**src/rtl/hub_fp_pkg.sv**
```systemverilog
// hub_fp_pkg: shared types and constants for the HUB FP16 datapath.
// Provides the HUB16 operand struct, format constants, the add/sub FSM
// state type, the status flag struct and the working-significand helper.
package hub_fp_pkg;

    localparam int unsigned HUB16_BIAS    = 15;
    localparam int unsigned HUB16_EMAX    = 31;
    localparam logic [14:0] HUB16_INF_MAG = 15'h7FFF;

    typedef struct packed {
        logic       sign;
        logic [4:0] exp;
        logic [9:0] frac;
    } hub16_t;

    typedef enum logic [2:0] {
        HUB_IDLE  = 3'd0,
        HUB_ALIGN = 3'd1,
        HUB_ADD   = 3'd2,
        HUB_NORM  = 3'd3,
        HUB_DONE  = 3'd4
    } hub_addsub_state_e;

    typedef struct packed {
        logic nv;
        logic dz;
        logic of;
        logic uf;
        logic nx;
    } hub_status_t;

    // Working significand: hidden 1, fraction, HUB implicit LSB, two guard zeros.
    function automatic logic [13:0] hub_work_sig(input logic [9:0] frac);
        return {1'b1, frac, 1'b1, 2'b00};
    endfunction

endpackage

```
**src/rtl/hub_lzc.sv**
```systemverilog
// hub_lzc: combinational leading-zero counter for the 15-bit ADD result.
// Ports:
//   vec_i    [14:0]  value to scan, bit 14 is the MSB
//   lz_cnt_o [3:0]   number of zeros above the first 1 (15 when vec_i is 0)
module hub_lzc (
    input  logic [14:0] vec_i,
    output logic [3:0]  lz_cnt_o
);

    always_comb begin
        lz_cnt_o = 4'd15;
        // Ascending scan: the highest set bit is written last and wins.
        for (int unsigned i = 0; i < 15; i++) begin
            if (vec_i[i]) begin
                lz_cnt_o = 4'(14 - i);
            end
        end
    end

endmodule

```
**src/rtl/hub_fp16_addsub_unit.sv**
```systemverilog
// hub_fp16_addsub_unit: multi-cycle HUB FP16 adder/subtractor (IDLE, ALIGN,
// ADD, NORM, DONE) behind a valid/ready request/response handshake.
// Ports:
//   clk_i, rst_ni                 clock, asynchronous active-low reset
//   operands_i[1], operands_i[2]  operands A and B ([0] unused)
//   op_mod_i                      0 = A+B, 1 = A-B
//   tag_i / tag_o                 tag carried from request to response
//   in_valid_i / in_ready_o       request handshake
//   flush_i                       synchronous abort of the in-flight op
//   result_o, status_o            result and {NV,DZ,OF,UF,NX}
//   out_valid_o / out_ready_i     response handshake
//   busy_o                        high outside IDLE
// Build option: HUB_ADD_STATUS_EN enables the status flags; without it
// status_o is tied to zero.
module hub_fp16_addsub_unit
    import hub_fp_pkg::*;
#(
    parameter int unsigned OPW     = 16,
    parameter type         TagType = logic
) (
    input  logic                clk_i,
    input  logic                rst_ni,
    input  logic [2:0][OPW-1:0] operands_i,
    input  logic                op_mod_i,
    input  TagType              tag_i,
    input  logic                in_valid_i,
    output logic                in_ready_o,
    input  logic                flush_i,
    output logic [OPW-1:0]      result_o,
    output logic [4:0]          status_o,
    output TagType              tag_o,
    output logic                out_valid_o,
    input  logic                out_ready_i,
    output logic                busy_o
);

    hub_addsub_state_e state_q, state_d;

    hub16_t      a_q, b_q;
    logic        op_mod_q;
    TagType      tag_q;
    logic        big_sign_q, eff_sub_q, spec_q;
    logic [4:0]  big_exp_q;
    logic [13:0] big_sig_q, small_sig_q;
    logic [15:0] spec_res_q;
    logic [14:0] sum_q;

    logic unused_op0;
    assign unused_op0 = ^operands_i[0];

    // ALIGN stage
    logic        b_sign_eff, a_inf, b_inf, a_zero, b_zero, a_big, eff_sub;
    logic        big_sign, spec, spec_nv;
    logic [4:0]  big_exp, small_exp, exp_diff;
    logic [13:0] big_sig, small_sh;
    logic [15:0] spec_res;

    always_comb begin
        b_sign_eff = b_q.sign ^ op_mod_q;
        a_inf      = (a_q.exp == 5'(HUB16_EMAX));
        b_inf      = (b_q.exp == 5'(HUB16_EMAX));
        a_zero     = (a_q.exp == '0);
        b_zero     = (b_q.exp == '0);
        a_big      = ({a_q.exp, a_q.frac} >= {b_q.exp, b_q.frac});
        eff_sub    = a_q.sign ^ b_sign_eff;
        big_sign   = a_big ? a_q.sign : b_sign_eff;
        big_exp    = a_big ? a_q.exp : b_q.exp;
        small_exp  = a_big ? b_q.exp : a_q.exp;
        big_sig    = hub_work_sig(a_big ? a_q.frac : b_q.frac);
        exp_diff   = big_exp - small_exp;
        small_sh   = (exp_diff >= 5'd14) ? '0
                   : (hub_work_sig(a_big ? b_q.frac : a_q.frac) >> exp_diff);

        spec     = 1'b1;
        spec_nv  = 1'b0;
        spec_res = '0;
        if (a_inf || b_inf) begin
            if (a_inf && b_inf && (a_q.sign != b_sign_eff)) begin
                spec_res = {1'b0, HUB16_INF_MAG};
                spec_nv  = 1'b1;
            end else if (a_inf) begin
                spec_res = {a_q.sign, HUB16_INF_MAG};
            end else begin
                spec_res = {b_sign_eff, HUB16_INF_MAG};
            end
        end else if (a_zero && b_zero) begin
            spec_res = {a_q.sign & b_sign_eff, 15'h0000};
        end else if (a_zero) begin
            spec_res = {b_sign_eff, b_q.exp, b_q.frac};
        end else if (b_zero) begin
            spec_res = a_q;
        end else if (eff_sub && ({a_q.exp, a_q.frac} == {b_q.exp, b_q.frac})) begin
            spec_res = '0;
        end else begin
            spec = 1'b0;
        end
    end

    // NORM stage: shifting by the LZC count puts the leading 1 at bit 14, so
    // the exponent is big_exp + 1 - count; a carry (count 0) is the +1 case.
    logic [3:0]  lz_cnt;
    logic [14:0] norm_sig;
    logic [6:0]  exp_t;
    logic        ovf, udf;
    logic [15:0] norm_res;

    hub_lzc u_lzc (
        .vec_i    (sum_q),
        .lz_cnt_o (lz_cnt)
    );

    always_comb begin
        norm_sig = sum_q << lz_cnt;
        exp_t    = {2'b00, big_exp_q} + 7'd1 - {3'b000, lz_cnt};
        ovf      = !exp_t[6] && (exp_t >= 7'(HUB16_EMAX));
        udf      = exp_t[6] || (exp_t == '0);
        if (spec_q) begin
            norm_res = spec_res_q;
        end else if (ovf) begin
            norm_res = {big_sign_q, HUB16_INF_MAG};
        end else if (udf) begin
            norm_res = {big_sign_q, 15'h0000};
        end else begin
            norm_res = {big_sign_q, exp_t[4:0], norm_sig[13:4]};
        end
    end

    always_comb begin
        state_d = state_q;
        case (state_q)
            HUB_IDLE:  if (in_valid_i)  state_d = HUB_ALIGN;
            HUB_ALIGN: state_d = HUB_ADD;
            HUB_ADD:   state_d = HUB_NORM;
            HUB_NORM:  state_d = HUB_DONE;
            HUB_DONE:  if (out_ready_i) state_d = HUB_IDLE;
            default:   state_d = HUB_IDLE;
        endcase
        if (flush_i) state_d = HUB_IDLE;
    end

    always_ff @(posedge clk_i or negedge rst_ni) begin
        if (!rst_ni) begin
            state_q     <= HUB_IDLE;
            a_q         <= '0;
            b_q         <= '0;
            op_mod_q    <= 1'b0;
            tag_q       <= '0;
            big_sign_q  <= 1'b0;
            eff_sub_q   <= 1'b0;
            spec_q      <= 1'b0;
            big_exp_q   <= '0;
            big_sig_q   <= '0;
            small_sig_q <= '0;
            spec_res_q  <= '0;
            sum_q       <= '0;
            result_o    <= '0;
            tag_o       <= '0;
        end else begin
            state_q <= state_d;
            if (!flush_i) begin
                case (state_q)
                    HUB_IDLE: if (in_valid_i) begin
                        a_q      <= operands_i[1];
                        b_q      <= operands_i[2];
                        op_mod_q <= op_mod_i;
                        tag_q    <= tag_i;
                    end
                    HUB_ALIGN: begin
                        big_sign_q  <= big_sign;
                        eff_sub_q   <= eff_sub;
                        big_exp_q   <= big_exp;
                        big_sig_q   <= big_sig;
                        small_sig_q <= small_sh;
                        spec_q      <= spec;
                        spec_res_q  <= spec_res;
                    end
                    HUB_ADD: begin
                        sum_q <= eff_sub_q ? ({1'b0, big_sig_q} - {1'b0, small_sig_q})
                                           : ({1'b0, big_sig_q} + {1'b0, small_sig_q});
                    end
                    HUB_NORM: begin
                        result_o <= norm_res;
                        tag_o    <= tag_q;
                    end
                    default: ;
                endcase
            end
        end
    end

`ifdef HUB_ADD_STATUS_EN
    hub_status_t status_q, norm_st;
    logic        spec_nv_q;

    always_comb begin
        norm_st = '0;
        if (spec_q) begin
            norm_st.nv = spec_nv_q;
        end else if (ovf) begin
            norm_st.of = 1'b1;
            norm_st.nx = 1'b1;
        end else if (udf) begin
            norm_st.uf = 1'b1;
            norm_st.nx = 1'b1;
        end
    end

    always_ff @(posedge clk_i or negedge rst_ni) begin
        if (!rst_ni) begin
            status_q  <= '0;
            spec_nv_q <= 1'b0;
        end else if (!flush_i) begin
            if (state_q == HUB_ALIGN) spec_nv_q <= spec_nv;
            if (state_q == HUB_NORM)  status_q  <= norm_st;
        end
    end

    assign status_o = status_q;
`else
    logic unused_nv;
    assign unused_nv = spec_nv;
    assign status_o  = '0;
`endif

    assign in_ready_o  = (state_q == HUB_IDLE);
    assign out_valid_o = (state_q == HUB_DONE);
    assign busy_o      = (state_q != HUB_IDLE);

endmodule

```
**config.mk**
```make
export PLATFORM = sky130hd
export DESIGN_NAME = hub_fp16_addsub_unit
export DESIGN_NICKNAME = d
export VERILOG_FILES = /design/src/rtl/hub_fp_pkg.sv /design/src/rtl/hub_lzc.sv /design/src/rtl/hub_fp16_addsub_unit.sv
export SDC_FILE = /design/constraint.sdc
export NUM_CORES = 1
export LEC_CHECK = 0
export ABC_AREA = 1
export ABC_CLOCK_PERIOD_IN_PS = 7900
export CAP_MARGIN = 25
export CORE_UTILIZATION = 50
export DETAILED_ROUTE_END_ITERATION = 10
export GPL_TIMING_DRIVEN = 0
export PLACE_DENSITY = 0.71
export SYNTH_ARGS = -nofsm -noshare
export SYNTH_HDL_FRONTEND = slang
export SYNTH_SLANG_ARGS = --single-unit
```
**constraint.sdc**
```tcl
create_clock -name clk_i -period 7.9 [get_ports clk_i]
set_input_delay 1.58 -clock clk_i [delete_from_list [all_inputs] [get_ports clk_i]]
set_output_delay 1.58 -clock clk_i [all_outputs]
set_load 0.005 [all_outputs]
```
==> summary.txt, run 1 <==
Die
  • Row cnt: 46
  • Starting Density: 51.5%
  • DIE HEIGHT: 130 um
  • DIE WIDTH: 130 um
  • Die area: 0.0169 mm^2
  • Core footprint: 0.0159 mm^2
  • Io pins: 80

Status
  • Status: finished clean

Routing
  • Via count: 8,053
  • Routed len/inst: 15.6 um
  • Post-route ant nets: 0
  • Drt first pass iters: 5
  • Initial DRC count: 594
  • Post-DR vias/cell: 5.45
  • DRT Wirelength: 23,000 um
  • Post-route DRC: 0

Critical path
  • Crit. End Element: flip-flop
  • Critical Path AT: 4.85 ns
  • CP Class: flip-flop to flip-flop
  • Slowest cell on crit path: clkbuf_1
  • Worst-path cell chain: o21ai_0 -> nand3_1 -> nand2_1 -> nand2_1 -> a31oi_1 -> clkbuf_1 -> ha_1 -> inv_1 -> ha_1 -> inv_1 -> fa_1 -> o21ai_0 -> a21oi_1 -> xor2_1 -> nor2_1 -> nor2_1 -> nor3_1 -> clkbuf_1 -> o21ai_0 -> nand2_1 -> nand2_1
  • CP delay by family, top: buffers and inverters
  • Req. time, crit path: 8.21 ns
  • Worst Path Buf+Inv: 4
  • CP Launch Type: flip-flop
  • Worst Path Max Fanout: 10
  • Crit path top cell by count: nand2_1
  • Crit path largest cell delay: 0.47 ns

Yosys
  • Yosys reg bits: 118
  • Top_reg_cell synth: dfrtp_1
  • Netlist cell types: 46
  • Seq/Total Area, Yosys: 36.0%
  • Mapped Cells: 1,167
  • YS warnings: 0
  • Post-synth EDFFs: 0
  • Syn Area/Cell: 7.04 um^2
  • Async S/R FF share, synth: 100%
  • Synthesized area: 0.00821 mm^2

STA
  • Hold WS: 0.477 ns
  • Slew at the pin closest to its max-slew limit: 0.707 ns
  • Crit share post-route: 57.5%
  • Clock skew: 0.0118 ns
  • Final Max Tran Viols: 0
  • Setup TNS: 0 ns
  • Min Tclk post-route: 4.54 ns
  • Slew headroom: 52.5%
  • Unrepaired setup endpoints after global routing: false
  • Final setup viols: 0
  • Max Freq: 220 MHz
  • Fin. Hold Viols: 0

Global routing
  • Tot GR Track Use: 29.0%
  • Number of global-route vias before repair: 7,511
  • GRT Residual Overflow: 0
  • Largest net degree at the start of global routing: 102
  • Initial antenna violation count: 0
  • First-pass GRT wire length: 37,400 um

Layout
  • Layout Nets: 1,357
  • Commonest cells after routing, fill and taps aside: nand2_1, inv_1, dfrtp_1, nand3_1, o21ai_0
  • Fraction of layout cells with a size suffix above 1: 5.78%
  • Most common cell after layout, fill and taps aside: nand2_1
  • Antenna diode count: 0
  • Fillers: 1,526
  • Synthesis-to-finish area growth: 18.2%

Clock network
  • Worst skew pair latency: 0.43 ns
  • CTS Buf Count: 17
  • H-tree levels: 4
  • Setup repair bufs after CTS: 0
  • CTS tree: built
  • Clock root buffer: clkbuf_16
  • Clk pin slew, worst setup/hold paths: 0.06 ns
  • Resized cells post-CTS: 0
  • Hold_buf cts: 0
  • Clock Tree Buf Depth: 2
  • CTS sink count: 118

Place
  • Number of port buffers: 58
  • Detailed placer's ending HPWL: 17,600 um
  • RePlAce Congestion: 0.922

Hold path
  • Hold Crit Class: flip-flop to flip-flop

Power
  • PwrDens: 485 mW/mm^2
  • Static Leak: 0.00497 uW
  • Max rail drop VDD: 0.251 mV

Run
  • Max-cap viol count: 0
## worst register-to-register path, delay by kind of cell, from the launching register on
kind	cells	cell delay, ns
adder cells (fa/ha/maj)	3	0.92
buffers and inverters	4	1.04
AO/OA/AOI/OAI	5	1.02
flip-flops	1	0.42
XOR/XNOR	1	0.15
AND/OR/NAND/NOR	8	0.87
## cell type report
class	count	area [um^2]	share of cell area, %
Buffer	53	240	2.48
Clock buffer	17	425	4.38
Clock inverter	15	173	1.78
Inverter	141	529	5.45
Multi-Input combinational cell	859	4500	46.4
Sequential cell	118	2950	30.4
Tap cell	216	270	2.79
Timing Repair Buffer	59	609	6.28
## cell usage after synthesis (3+ instances only)
cell type / instances / area (um^2)
nand2_1: 341 / 1280
inv_1: 137 / 514
dfrtp_1: 118 / 2950
nand3_1: 99 / 495
o21ai_0: 92 / 460
a21oi_1: 84 / 420
nor2_1: 69 / 259
ha_1: 51 / 638
clkbuf_1: 38 / 143
nand4_1: 14 / 87.6
o22ai_1: 12 / 75.1
xor2_1: 12 / 105
a221oi_1: 10 / 87.6
nor3_1: 9 / 45.0
buf_4: 8 / 60.1
mux2_2: 8 / 90.1
o211ai_1: 8 / 60.1
a31oi_1: 7 / 43.8
nand2_2: 4 / 25.0
buf_1: 3 / 11.3
buf_2: 3 / 15.0
nand3_2: 3 / 30.0
o21bai_1: 3 / 22.5
o31ai_1: 3 / 22.5
xnor2_1: 3 / 26.3
## per-stage QoR
step / worst slack [ns] / power [uW] / std cells / area [um^2] / util [%]
after floorplan: 4.33 / 3090 / 1171 / 8230 / -
after global placement: 0.638 / 3840 / 1445 / 9080 / 56.9
after detailed placement: 3.50 / 3880 / 1446 / 9100 / 57.1
after CTS: 3.45 / 4680 / 1478 / 9700 / 60.9
after global routing: 3.09 / 5160 / 1478 / 9700 / 60.9
final: 3.36 / 4710 / 1478 / 9700 / 60.9
## power breakdown
part	total [uW]	internal [uW]	switching, uW
clock	784	472	313
sequential	1060	842	219
combinational	2860	1020	1840
total	4710	2340	2370
## logic make-up (layout without fill, tap and decap cells)
kind of cell / Yosys count / count (layout) / synth area share (%)
xor+xnor: 15 / 15 / 1.60
compound gates: 229 / 229 / 15.5
buf+inv: 194 / 285 / 9.37
mux: 8 / 8 / 1.10
flops: 118 / 118 / 36.0
other cells: 1 / 5 / 0.0457
simple gates: 549 / 549 / 28.1
fa+ha+maj: 53 / 53 / 8.26
## routing by layer
layer,global-route usage (%),vias up,part of all wire (%)
met5,0,-,0
met4,10.4,0,2.2
met3,5.95,45,6.6
met2,47.7,275,47
met1,37.7,3736,45
li1,-,3997,-
## registers in the layout (all words and copies together), names as in the netlist
register     flops
a_q             16
b_q             16
big_exp_q        5
big_sig_q       11
big_sign_q       1
eff_sub_q        1
op_mod_q         1
result_o        16
small_sig_q     14
spec_q           1
spec_res_q      16
state_q          3
sum_q           15
tag_o            1
tag_q            1
## worst paths after layout
path                              from            to  slack [ns]  cells after the start
max in group asynchronous       rst_ni        a_q[0]        6.18                      2
min in group asynchronous       rst_ni  result_o[14]        0.98                      1
setup / recovery              sum_q[2]   result_o[3]        3.36                     21
setup reg to reg              sum_q[2]   result_o[3]        3.36                     21
hold reg to reg            result_o[1]   result_o[1]        0.48                      2
hold / removal             result_o[1]   result_o[1]        0.48                      2
Note: power is estimated with default switching activity, not from simulation.
==> run 2, diff against run 1 <==
ABC_CLOCK_PERIOD_IN_PS = 3650   (was 7900)
PLACE_DENSITY = 0.74   (was 0.71)
clock period = 3.65 ns   (was 7.9 ns; I/O delays follow)
==> run 2 against run 1 <==
Compared with the run above:
- highest routed layer unchanged
- sequential power is 120% higher
- combinational power is 140% higher
- core utilization up 1.5 points
==> summary.txt, run 2 (same netlist as run 1, synthesis figures left out) <==
Global routing
  • Tot GR Track Use: 28.7% (was 29.0%)
  • GRT Residual Overflow: 0 (unchanged)
  • First-pass GRT wire length: 37,300 um (was 37,400 um)
  • Number of global-route vias before repair: 7,581 (was 7,511)
  • Initial antenna violation count: 0 (unchanged)
  • Largest net degree at the start of global routing: 81 (was 102)

Run
  • Max-cap viol count: 0 (unchanged)

Layout
  • Post-route insts no fill: 1,488 (was 1,478)
  • Post-layout util: 62.3% (was 60.9%)
  • Antenna diode count: 0 (unchanged)
  • Synthesis-to-finish area growth: 21.1% (was 18.2%)
  • Fraction of layout cells with a size suffix above 1: 8.96% (was 5.78%)
  • Most common cell after layout, fill and taps aside: nand2_1 (unchanged)
  • Layout Nets: 1,367 (was 1,357)
  • Commonest cells after routing, fill and taps aside: nand2_1, inv_1, dfrtp_1, nand3_1, o21ai_0 (unchanged)
  • Final instance area: 0.00994 mm^2 (was 0.00970 mm^2)

Routing
  • Post-route ant nets: 0 (unchanged)
  • DRT Wirelength: 23,100 um (was 23,000 um)
  • Initial DRC count: 666 (was 594)
  • Drt first pass iters: 5 (unchanged)
  • Via count: 8,087 (was 8,053)
  • Post-route DRC: 0 (unchanged)
  • Post-DR vias/cell: 5.43 (was 5.45)
  • Routed len/inst: 15.5 um (was 15.6 um)

Die
  • Io pins: 80 (unchanged)
  • DIE WIDTH: 130 um (unchanged)
  • DIE HEIGHT: 130 um (unchanged)
  • Starting Density: 51.5% (unchanged)
  • Die area: 0.0169 mm^2 (unchanged)
  • Row cnt: 46 (unchanged)
  • Core footprint: 0.0159 mm^2 (unchanged)

STA
  • Slew headroom: 54.8% (was 52.5%)
  • Slew at the pin closest to its max-slew limit: 0.672 ns (was 0.707 ns)
  • Crit share post-route: 96.4% (was 57.5%)
  • Final Max Tran Viols: 0 (unchanged)
  • Clock skew: 0.0131 ns (was 0.0118 ns)
  • Max Freq: 284 MHz (was 220 MHz)
  • Fin. Hold Viols: 0 (unchanged)
  • Min Tclk post-route: 3.52 ns (was 4.54 ns)
  • Hold WS: 0.201 ns (was 0.477 ns)
  • Setup TNS: 0 ns (unchanged)
  • Final setup viols: 0 (unchanged)
  • Unrepaired setup endpoints after global routing: true (was false)

Place
  • DP Cell Count: 1,446 (unchanged)
  • RePlAce Congestion: 0.951 (was 0.922)
  • Post-DP Area: 0.00910 mm^2 (unchanged)
  • Detailed placer's ending HPWL: 17,600 um (about the same)
  • Number of port buffers: 58 (unchanged)

Status
  • Status: finished clean (unchanged)

Clock network
  • Hold_buf cts: 0 (unchanged)
  • H-tree levels: 4 (unchanged)
  • Clock root buffer: clkbuf_16 (unchanged)
  • Clock Tree Buf Depth: 2 (unchanged)
  • CTS Buf Count: 17 (unchanged)
  • CTS tree: built (unchanged)
  • Worst skew pair latency: 0.43 ns (about the same)
  • CTS sink count: 118 (unchanged)
  • Clk pin slew, worst setup/hold paths: 0.06 ns (about the same)

Critical path
  • Slowest cell on crit path: dfrtp_1 (was clkbuf_1)
  • CP Launch Type: flip-flop (unchanged)
  • Crit path top cell by count: nand2_1 (unchanged)
  • Critical Path AT: 3.84 ns (was 4.85 ns)
  • Crit path largest cell delay: 0.42 ns (was 0.47 ns)
  • CP Class: flip-flop to flip-flop (unchanged)
  • Worst Path Max Fanout: 6 (was 10)
  • Crit. End Element: flip-flop (unchanged)
  • Req. time, crit path: 3.97 ns (was 8.21 ns)
  • Worst-path cell chain: o21ai_1 -> nand3_1 -> nand2_1 -> nand2_1 -> a31oi_4 -> clkbuf_8 -> ha_1 -> inv_1 -> ha_4 -> inv_2 -> fa_2 -> o21ai_2 -> a21oi_2 -> xor2_1 -> nor2_1 -> nor2_2 -> inv_2 -> nand3_4 -> nand2_4 -> a21oi_2 -> o21ai_1 -> nand3_1 -> nand2_1 -> nand2_1 (was o21ai_0 -> nand3_1 -> nand2_1 -> nand2_1 -> a31oi_1 -> clkbuf_1 -> ha_1 -> inv_1 -> ha_1 -> inv_1 -> fa_1 -> o21ai_0 -> a21oi_1 -> xor2_1 -> nor2_1 -> nor2_1 -> nor3_1 -> clkbuf_1 -> o21ai_0 -> nand2_1 -> nand2_1)

Hold path
  • Hold Crit Class: input pin to asynchronous set/reset pin (was flip-flop to flip-flop)

Power
  • Static Leak: 0.00505 uW (was 0.00497 uW)
  • Max rail drop VDD: 0.470 mV (was 0.251 mV)
  • PwrDens: 1070 mW/mm^2 (was 485 mW/mm^2)
==> run 2: cell count changes in the layout (fill, tap and decap cells not counted), moves of 4 or more <==
| cell | before | now |
|---|---|---|
| ha_4 | 0 | 4 |
| o21ai_1 | 1 | 7 |
| buf_4 | 8 | 20 |
| ha_1 | 51 | 45 |
| clkbuf_1 | 38 | 34 |
| nand3_1 | 99 | 95 |
| o21ai_0 | 92 | 85 |
| inv_1 | 137 | 133 |
==> run 2: what timing repair did <==
action / 4_1_cts / 5_1_grt
pin swaps: 2 / 20
setup endpoints to repair: 23 / 26
buffers inserted: 2 / 9
gates resized for setup: 18 / 35
==> run 2: area by class of cell <==
cell class                 instances  area, um^2
fill                            1475        6000
multi-input combinational        859        4660
sequential                       118        2950
timing repair buffer              70         692
inverter                         141         533
clock buffer                      19         453
tap                              216         270
buffer                            52         251
clock inverter                    13         124
==> run 2: critical path, delay by kind of cell (launching register included) <==
family / cells / cell delay [ns]
adders and majority gates: 3 / 0.74
DFF: 1 / 0.42
AOI/OAI and AO/OA: 6 / 0.74
xor gates and xnor gates: 1 / 0.16
buffers and inverters: 4 / 0.39
and+or+nand+nor: 10 / 0.96
==> run 2: worst paths after layout <==
path	startpoint	end	slack [ns]	depth (start not counted)
setup / recovery	sum_q[1]	result_o[9]	0.13	24
hold / removal	rst_ni	a_q[10]	0.20	1
hold reg to reg	result_o[8]	result_o[8]	0.48	2
min in group clk_i	result_o[8]	result_o[8]	0.48	2
setup reg to reg	sum_q[1]	result_o[9]	0.13	24
max in group asynchronous	rst_ni	sum_q[11]	2.74	2
==> run 2: power by group <==
| part | total, uW | internal, uW | switching [uW] |
|---|---|---|---|
| clock network | 1630 | 978 | 649 |
| logic | 6730 | 2520 | 4200 |
| registers | 2300 | 1820 | 472 |
==> run 2: per-layer routing <==
| layer | up-vias | wire (um) | part of all wire (%) | track usage, % |
|---|---|---|---|---|
| met5 | - | 0 | 0 | 0 |
| met4 | 0 | 500 | 2.2 | 10.7 |
| met3 | 40 | 1250 | 5.4 | 4.02 |
| met2 | 266 | 10900 | 47 | 47.3 |
| met1 | 3761 | 10400 | 45 | 38.2 |
| li1 | 4020 | - | - | - |
==> run 2: metrics by stage <==
stage,power (uW),setup slack (ns)
after floorplan,6690,0.0794
after global placement,8300,-2.67
after detailed placement,8390,-0.695
after CTS,10200,0.0148
after global routing,11600,-0.0881
final,10700,0.131
==> run 3, diff against run 2 <==
CORE_MARGIN = 1.5   (was default)
==> run 3 against run 2 <==
Compared with the run above:
- die area is 1.5% higher
- maximum frequency up 1.1%
- non-clock buffer count shrank 3
- sequential power hardly changed
- clock power barely moved
==> summary.txt, run 3 (same netlist as run 1, synthesis figures left out) <==
Status
  • Status: finished clean (unchanged)

Run
  • Max-cap viol count: 0 (unchanged)

Routing
  • Via count: 8,074 (was 8,087)
  • Post-DR vias/cell: 5.44 (was 5.43)
  • Post-route ant nets: 0 (unchanged)
  • DRT Wirelength: 23,100 um (about the same)
  • Drt first pass iters: 5 (unchanged)
  • Post-route DRC: 0 (unchanged)
  • Initial DRC count: 640 (was 666)
  • Routed len/inst: 15.5 um (about the same)

Critical path
  • CP Launch Type: flip-flop (unchanged)
  • Req. time, crit path: 3.97 ns (about the same)
  • Worst Path Max Fanout: 6 (unchanged)
  • Slowest cell on crit path: dfrtp_1 (unchanged)
  • Reg-to-reg critical path startpoint: sum_q[1] (unchanged)
  • Crit path top cell by count: nand2_1 (unchanged)
  • Crit path largest cell delay: 0.42 ns (about the same)
  • CP startpoint: sum_q[1] (unchanged)
  • Crit. End Element: flip-flop (unchanged)
  • Critical Path AT: 3.80 ns (was 3.84 ns)
  • CP Class: flip-flop to flip-flop (unchanged)

Layout
  • Fraction of layout cells with a size suffix above 1: 8.12% (was 8.96%)
  • Synthesis-to-finish area growth: 20.1% (was 21.1%)
  • Most common cell after layout, fill and taps aside: nand2_1 (unchanged)
  • Layout Nets: 1,364 (was 1,367)
  • Antenna diode count: 0 (unchanged)
  • Commonest cells after routing, fill and taps aside: nand2_1, inv_1, dfrtp_1, nand3_1 (was nand2_1, inv_1, dfrtp_1, nand3_1, o21ai_0)

STA
  • Final setup viols: 0 (unchanged)
  • Final Max Tran Viols: 0 (unchanged)
  • Final WS setup: 0.171 ns (was 0.131 ns)
  • Slew headroom: 56.7% (was 54.8%)
  • Min Tclk post-route: 3.48 ns (was 3.52 ns)
  • Crit share post-route: 95.3% (was 96.4%)
  • Unrepaired setup endpoints after global routing: true (unchanged)
  • Fin. Hold Viols: 0 (unchanged)
  • Max Freq: 287 MHz (was 284 MHz)
  • Slew at the pin closest to its max-slew limit: 0.650 ns (was 0.672 ns)
  • Clock skew: 0.00974 ns (was 0.0131 ns)
  • Setup TNS: 0 ns (unchanged)

Die
  • Core footprint: 0.0159 mm^2 (unchanged)
  • Io pins: 80 (unchanged)
  • DIE WIDTH: 131 um (was 130 um)
  • Starting Density: 51.5% (unchanged)
  • DIE HEIGHT: 131 um (was 130 um)
  • Row cnt: 46 (unchanged)
  • Die area: 0.0172 mm^2 (was 0.0169 mm^2)

Power
  • Sw Share: 50.1% (was 50.0%)
  • Static Leak: 0.00501 uW (was 0.00505 uW)
  • Max rail drop VDD: 0.534 mV (was 0.470 mV)
  • PwrDens: 1070 mW/mm^2 (about the same)
  • Logic pwr share: 62.7% (was 63.2%)
  • Clock power frac: 15.4% (was 15.3%)
  • Power Internal: 5260 uW (was 5330 uW)
  • Sequential power share: 21.9% (was 21.6%)
  • Switching power: 5290 uW (was 5320 uW)

Clock network
  • Clock Tree Buf Depth: 2 (unchanged)
  • Clock root buffer: clkbuf_16 (unchanged)
  • H-tree levels: 4 (unchanged)
  • Hold_buf cts: 0 (unchanged)
  • CTS Buf Count: 17 (unchanged)
  • Clk pin slew, worst setup/hold paths: 0.06 ns (about the same)
  • CTS tree: built (unchanged)
  • Worst skew pair latency: 0.42 ns (was 0.43 ns)
  • CTS sink count: 118 (unchanged)

Hold path
  • Hold Crit Class: input pin to asynchronous set/reset pin (unchanged)

Place
  • Detailed placer's ending HPWL: 17,700 um (was 17,600 um)
  • RePlAce Congestion: 0.949 (was 0.951)
  • Setup WS pre-CTS: -0.665 ns (was -0.695 ns)
  • Number of port buffers: 58 (unchanged)

Global routing
  • Number of global-route vias before repair: 7,572 (was 7,581)
  • Largest net degree at the start of global routing: 79 (was 81)
  • GRT Residual Overflow: 0 (unchanged)
  • Tot GR Track Use: 27.3% (was 28.7%)
  • Initial antenna violation count: 0 (unchanged)
  • First-pass GRT wire length: 37,700 um (was 37,300 um)
[run 3: per-stage QoR]
stage / instance area, um^2 / utilization (%) / power [uW] / hold slack (ns) / instances
after floorplan: 8230 / - / 6690 / 0.434 / 1171
after global placement: 9080 / 56.9 / 8330 / 0.462 / 1445
after detailed placement: 9100 / 57.1 / 8390 / 0.466 / 1446
after CTS: 9760 / 61.2 / 10200 / 0.217 / 1479
after global routing: 9860 / 61.8 / 11500 / 0.243 / 1485
final: 9860 / 61.8 / 10600 / 0.209 / 1485
[run 3: repair_timing]
| item | 4_1_cts | 5_1_grt |
|---|---|---|
| resized for setup | 17 | 26 |
| pin swaps | 0 | 10 |
| buffers inserted | 2 | 6 |
| endpoints found under the setup margin | 21 | 26 |
| cloned | 0 | 0 |
[run 3: final timing paths]
kind                                to  slack [ns]  depth (start not counted)
max in group asynchronous    sum_q[13]        2.73                          2
min in group clk_i         result_o[9]        0.48                          2
max reg2reg                result_o[9]        0.17                         30
max                        result_o[9]        0.17                         30
min                            a_q[11]        0.21                          1
min reg2reg                result_o[9]        0.48                          2
[run 3: critical path, delay by kind of cell, from the launching register on]
| family | cells | cell delay (ns) |
|---|---|---|
| flops | 1 | 0.42 |
| simple gates | 18 | 1.30 |
| buf+inv | 3 | 0.20 |
| fa+ha+maj | 3 | 0.70 |
| xor+xnor | 1 | 0.16 |
| compound gates | 5 | 0.58 |
[run 3: final cells by class]
type	count	area (um^2)
Tap cell	216	270
Inverter	141	531
Fill cell	1485	6080
Clock inverter	13	124
Timing Repair Buffer	67	669
Buffer	52	251
Multi-Input combinational cell	859	4610
Clock buffer	19	453
Sequential cell	118	2950
[run 3: power by group through the flow]
stage	logic [uW]	clock network [uW]	registers, uW
after global routing	7440	1700	2360
final	6620	1630	2310
after global placement	6040	0	2290
after detailed placement	6080	0	2310
after CTS	6300	1640	2290
after floorplan	4560	0	2140
[run 3: per-layer routing]
layer	track usage (%)	up-vias	wire length (um)
met3	4.32	41	1510
met5	0	-	0
met4	8.86	0	548
met2	45.5	307	10800
li1	-	4022	-
met1	36.5	3704	10200
